**config.mk**
```make
export PLATFORM = sky130hd
export DESIGN_NAME = mux_rr_arbiter
export DESIGN_NICKNAME = d
export VERILOG_FILES = /design/src/rtl/mux_rr_arbiter_pkg.sv /design/src/rtl/mux_rr_arbiter_rr_pick.sv /design/src/rtl/mux_rr_arbiter.sv
export SDC_FILE = /design/constraint.sdc
export NUM_CORES = 1
export LEC_CHECK = 0
export ABC_AREA = 1
export CELL_PAD_IN_SITES_DETAIL_PLACEMENT = 0
export CELL_PAD_IN_SITES_GLOBAL_PLACEMENT = 2
export CORE_MARGIN = 2
export CORE_UTILIZATION = 27
export CTS_CLUSTER_SIZE = 14
export DETAILED_ROUTE_END_ITERATION = 8
export GPL_TIMING_DRIVEN = 1
export PLACE_DENSITY = 0.77
export RECOVER_POWER = 50
export SETUP_SLACK_MARGIN = 0.4
export SLEW_MARGIN = 30
export SYNTH_ARGS = -nofsm -noshare
export SYNTH_HDL_FRONTEND = slang
export SYNTH_SLANG_ARGS = --single-unit
export TNS_END_PERCENT = 20
```
**constraint.sdc**
```tcl
create_clock -name clk -period 1.93 [get_ports clk]
set_input_delay 0.193 -clock clk [delete_from_list [all_inputs] [get_ports clk]]
set_output_delay 0.193 -clock clk [all_outputs]
set_load 0.02 [all_outputs]
```
**src/rtl/mux_rr_arbiter_pkg.sv**
```systemverilog
// Shared definitions for the round-robin MUX select arbiter: requester count, FSM states, select codes.
package mux_rr_arbiter_pkg;

  localparam int NUM_REQ = 4;

  typedef enum logic {
    ST_IDLE  = 1'b0,
    ST_GRANT = 1'b1
  } state_t;

  localparam logic [1:0] SEL_A = 2'b00;
  localparam logic [1:0] SEL_B = 2'b01;
  localparam logic [1:0] SEL_C = 2'b10;
  localparam logic [1:0] SEL_D = 2'b11;

  function automatic logic [NUM_REQ-1:0] idx2oh(input logic [1:0] idx);
    logic [NUM_REQ-1:0] oh;
    oh = '0;
    case (idx)
      SEL_A:   oh = 4'b0001;
      SEL_B:   oh = 4'b0010;
      SEL_C:   oh = 4'b0100;
      SEL_D:   oh = 4'b1000;
      default: oh = '0;
    endcase
    return oh;
  endfunction

endpackage

```
**src/rtl/mux_rr_arbiter_rr_pick.sv**
```systemverilog
// Combinational rotating priority encoder: first set req bit after last_idx, last_idx itself lowest.
// Zero latency; no flow control.
module rr_pick
  import mux_rr_arbiter_pkg::*;
(
  input  logic [NUM_REQ-1:0] req,
  input  logic [1:0]         last_idx,
  output logic               found,
  output logic [1:0]         idx
);

  logic [1:0] cand;

  // Offset 4 wraps back onto last_idx, so the current owner is considered last.
  always_comb begin
    found = 1'b0;
    idx   = last_idx;
    cand  = last_idx;
    for (int k = 1; k <= NUM_REQ; k++) begin
      cand = last_idx + 2'(k);
      if (!found && req[cand]) begin
        found = 1'b1;
        idx   = cand;
      end
    end
  end

endmodule

```
**src/rtl/mux_rr_arbiter.sv**
```systemverilog
// Round-robin arbiter driving 4:1 MUX selects S0/S1 with a registered one-hot grant; ARB_LOCK_EN adds lock.
// One cycle from req sample to grant; requesters hold req until served, owner keeps up to HOLD_MAX cycles.
module mux_rr_arbiter
  import mux_rr_arbiter_pkg::*;
#(
  parameter int HOLD_MAX = 8,
  parameter int CNT_W    = 4
) (
  input  logic               clk,
  input  logic               rst_n,
  input  logic [NUM_REQ-1:0] req,
`ifdef ARB_LOCK_EN
  input  logic               lock,
`endif
  output logic [NUM_REQ-1:0] gnt,
  output logic               S0,
  output logic               S1,
  output logic               busy
);

  state_t             state_q, state_d;
  logic [NUM_REQ-1:0] gnt_q, gnt_d;
  logic [1:0]         last_q, last_d;
  logic [1:0]         sel_q, sel_d;
  logic [CNT_W-1:0]   hold_q, hold_d;

  logic       pick_found;
  logic [1:0] pick_idx;
  logic       own_req;
  logic       others;
  logic       hold_top;
  logic       lock_own;
  logic       do_grant;

  rr_pick u_pick (
    .req      (req),
    .last_idx (last_q),
    .found    (pick_found),
    .idx      (pick_idx)
  );

  assign own_req  = req[last_q];
  assign others   = |(req & ~idx2oh(last_q));
  assign hold_top = (hold_q == CNT_W'(HOLD_MAX - 1));

`ifdef ARB_LOCK_EN
  assign lock_own = lock;
`else
  assign lock_own = 1'b0;
`endif

  always_comb begin
    state_d  = state_q;
    gnt_d    = gnt_q;
    last_d   = last_q;
    sel_d    = sel_q;
    hold_d   = hold_q;
    do_grant = 1'b0;
    case (state_q)
      ST_IDLE: begin
        if (pick_found) do_grant = 1'b1;
      end
      ST_GRANT: begin
        if (!own_req) begin
          // Owner's bit is clear, so any pick here is a different requester.
          if (pick_found) begin
            do_grant = 1'b1;
          end else begin
            state_d = ST_IDLE;
            gnt_d   = '0;
          end
        end else if (hold_top && others && !lock_own) begin
          do_grant = 1'b1;
        end else if (!hold_top) begin
          hold_d = hold_q + 1'b1;
        end
      end
      default: begin
        state_d = ST_IDLE;
        gnt_d   = '0;
      end
    endcase
    if (do_grant) begin
      state_d = ST_GRANT;
      gnt_d   = idx2oh(pick_idx);
      last_d  = pick_idx;
      sel_d   = pick_idx;
      hold_d  = '0;
    end
  end

  // sel_q is separate from last_q: selects reset to A while the search pointer resets to D.
  always_ff @(posedge clk or negedge rst_n) begin
    if (!rst_n) begin
      state_q <= ST_IDLE;
      gnt_q   <= '0;
      last_q  <= SEL_D;
      sel_q   <= SEL_A;
      hold_q  <= '0;
    end else begin
      state_q <= state_d;
      gnt_q   <= gnt_d;
      last_q  <= last_d;
      sel_q   <= sel_d;
      hold_q  <= hold_d;
    end
  end

  assign gnt  = gnt_q;
  assign S0   = sel_q[1];
  assign S1   = sel_q[0];
  assign busy = |gnt_q;

endmodule

```
==> out/summary.md <==
Status
• completed — run status

Synthesis
• simple AND/OR/NAND/NOR gates — combinational family with the most area after synthesis
• 958 sq um — post-synth design cell area
• sky130_fd_sc_hd__dfrtp_1 — largest area contributor in the netlist
• 46.5% — Simple-Gate Fraction of Synth Area
• 140 — nets in the synthesized netlist
• 21 — count of distinct cell types in the synthesized netlist
• 0 — Warnings, synthesis
• sky130_fd_sc_hd__dfrtp_1 29%, sky130_fd_sc_hd__nand2_1 18%, sky130_fd_sc_hd__nand3_1 9.9% — largest cells by area after synthesis
• 6.53% — area share of fa/ha/maj cells after synthesis
• 0% — share of synthesized area spent on multiplexers
• sky130_fd_sc_hd__nand2_1 — count leader, synth
• 34.2% — register area share after synthesis
• sky130_fd_sc_hd__dfrtp_1 — primary flip-flop cell chosen by synthesis mapping
• 3.13% — compound-gate portion of the synthesized area
• 0 — number of synthesized flops with an enable pin
• 100% — fraction of registers with async set/reset
• 1.83% — parity-gate share of the synthesized area counting xor and xnor cells
• 28.7% — post-synth top area share
• 7.43 sq um — Avg Cell Area, Syn
• 129 — cells after synthesis
• 13 — count of state elements after synthesis
• 47 x sky130_fd_sc_hd__nand2_1, 19 x sky130_fd_sc_hd__nand3_1, 12 x sky130_fd_sc_hd__inv_1 — top cell types by occurrence after synthesis

Routing
• 0 — number of remaining DRC errors
• 11.7 microns — detail-routed net length per standard cell
• 0 — remaining antenna violation count
• 2420 microns — total detailed-routing wirelength
• 20 — Iteration-0 DRC Markers
• 4 — DR pass1 iterations
• 4.66 — post-DR vias/cell
• 959 — vias post-DR

CTS
• 2 — maximum buffer depth of the clock tree
• 1 — Max H-tree Level
• 0.27 ns — insertion delay of the later-clocked pin in the worst-skew pair
• sky130_fd_sc_hd__clkbuf_4 — clock root buffer
• 13 — sinks on the clock net
• 0.08 ns — Clk pin slew, worst setup/hold paths
• 0 — quantity of hold-fixing buffers added after cts
• yes — clock tree from TritonCTS
• 3 — number of buffers created by CTS

Global route
• 14 — maximum number of pins on one net before global-route repair
• 915 — via count of the first global-routing pass
• 12.1% — all-layer global routing usage
• 3990 microns — first-pass GRT wire length
• 0 — GRT overflow
• 0 — antenna violations before repair

Timing
• 0.555 GHz — peak clock frequency supported by timing
• 0.600 ns — actual transition at the worst max-transition pin
• 93.4% — final worst path period share
• 0 ns — total negative slack for setup checks
• 0 — Final Hold Viols
• true — RSZ-0062 raised after global routing
• 1.80 ns — minimum clock period
• 0 — Final Setup Violations
• 0 — max-slew violations
• 0.00265 ns — Post-Route Skew
• 59.9% — tightest slew margin relative to the limit

Setup path
• 2.02 ns — data arrival time of the critical path
• 2.15 ns — Data required, critical path
• last_q[0]$_DFFE_PN1P_ — RR Startpoint
• 5 — maximum net fanout on the critical path
• register — Worst Setup End Kind
• register — type of origin of the critical path
• last_q[0]$_DFFE_PN1P_ — crit path launch
• register to register — Crit Path Class

Die
• 63.6 microns — DIE HEIGHT
• 28.5% — effective utilization at floorplan
• 63.6 microns — die width
• 13 — # IOs
• 4040 sq um — die area
• 3360 sq um — Core Area
• 21 — cell row count

Placement
• 12 — number of buffers inserted by port buffering
• 1760 microns — detailed placer's ending HPWL
• 0.812 — final weighted congestion in routability-driven placement

Hold path
• primary input to asynchronous set/reset pin — worst hold-check path type

Layout
• 172 — nets@finish
• 0 — ant diodes
• 36.3% — proportion of layout cells with a drive suffix above 1
• 46.2% — P&R area growth vs syn

Flow run
• 0 — max-cap check violation count

## worst paths after layout
check	slack (ns)	depth (start not counted)	to
worst min-delay path	0.36	1	hold_q[2]$_DFFE_PN0P_
worst min register to register	0.49	2	sel_q[1]$_DFFE_PN0P_
min in group clk	0.49	2	sel_q[1]$_DFFE_PN0P_
worst max register to register	0.13	11	hold_q[2]$_DFFE_PN0P_
max in group asynchronous	1.18	1	gnt[3]$_DFFE_PN0P_
worst max-delay path	0.13	11	hold_q[2]$_DFFE_PN0P_
## critical path, stage by stage (launching register included)
cell	delay, ns
sky130_fd_sc_hd__dfstp_2	0.59
sky130_fd_sc_hd__inv_4	0.06
sky130_fd_sc_hd__ha_4	0.31
sky130_fd_sc_hd__inv_4	0.05
sky130_fd_sc_hd__nand2_4	0.07
sky130_fd_sc_hd__nand2_4	0.06
sky130_fd_sc_hd__clkinv_4	0.07
sky130_fd_sc_hd__nand4_4	0.12
sky130_fd_sc_hd__nand2_4	0.14
sky130_fd_sc_hd__buf_12	0.13
sky130_fd_sc_hd__nand3_2	0.07
sky130_fd_sc_hd__nand2_1	0.07
## sequential cells by signal, summed over array words and instances, names as in the netlist
name,count
gnt,4
hold_q,4
last_q,2
sel_q,2
state_q,1
## cells by family (layout without fill, tap and decap cells)
group	count (synthesis)	after routing
compound gates	6	6
xor+xnor	2	2
fa+ha+maj	5	5
buf+inv	16	46
flops	13	13
simple gates	87	88
## stage by stage
stage          instance area, sq um  hold slack (ns)  cells  setup slack, ns  util (%)
2_1_floorplan                   991           -0.103    129            0.213         -
3_3_place_gp                   1190            0.469    190           0.0852      35.3
3_5_place_dp                   1190            0.472    190           0.0320      35.3
4_1_cts                        1310            0.311    203            0.126      39.0
5_1_grt                        1400            0.393    206           0.0258      41.7
6_report                       1400            0.359    206            0.127      41.7
## final cells by class
cell class,count,area (sq um)
Inverter,15,68.8
Multi-Input combinational cell,101,673
Clock buffer,4,26.3
Sequential cell,13,328
Fill cell,378,1960
Tap cell,46,57.6
Timing Repair Buffer,27,248
## cell usage in the layout (no fill, tap or decap), types with 2 or more instances in the layout
cell / n
sky130_fd_sc_hd__nand2_2: 11
sky130_fd_sc_hd__o21ai_2: 2
sky130_fd_sc_hd__nand2_4: 7
sky130_fd_sc_hd__dlygate4sd3_1: 4
sky130_fd_sc_hd__nand3_1: 12
sky130_fd_sc_hd__nand4_1: 3
sky130_fd_sc_hd__clkbuf_4: 3
sky130_fd_sc_hd__buf_4: 13
sky130_fd_sc_hd__inv_1: 10
sky130_fd_sc_hd__nor2_1: 4
sky130_fd_sc_hd__nand3_4: 2
sky130_fd_sc_hd__clkdlybuf4s50_1: 7
sky130_fd_sc_hd__dfrtp_1: 11
sky130_fd_sc_hd__dfstp_2: 2
sky130_fd_sc_hd__ha_1: 4
sky130_fd_sc_hd__nand3_2: 8
sky130_fd_sc_hd__o21ai_1: 2
sky130_fd_sc_hd__nand2_1: 39
sky130_fd_sc_hd__inv_4: 3
## repair_timing
action	CTS	global route
resized for setup	9	17
endpoints found under the setup margin	13	14
gates cloned	1	0
pin swaps	8	13
setup buffers	8	3
endpoints found under the hold margin	0	0
## metal layers
layer	share of wire (%)	GRT usage (%)	up-vias
li1	-	-	478
met1	42	14.6	460
met2	54	22.4	19
met4	0.58	2.45	0
met5	0	0	-
met3	3.1	2.14	2
Power is not shown: default switching activity piles up to over one toggle a cycle in this logic, so the estimate is an artifact.
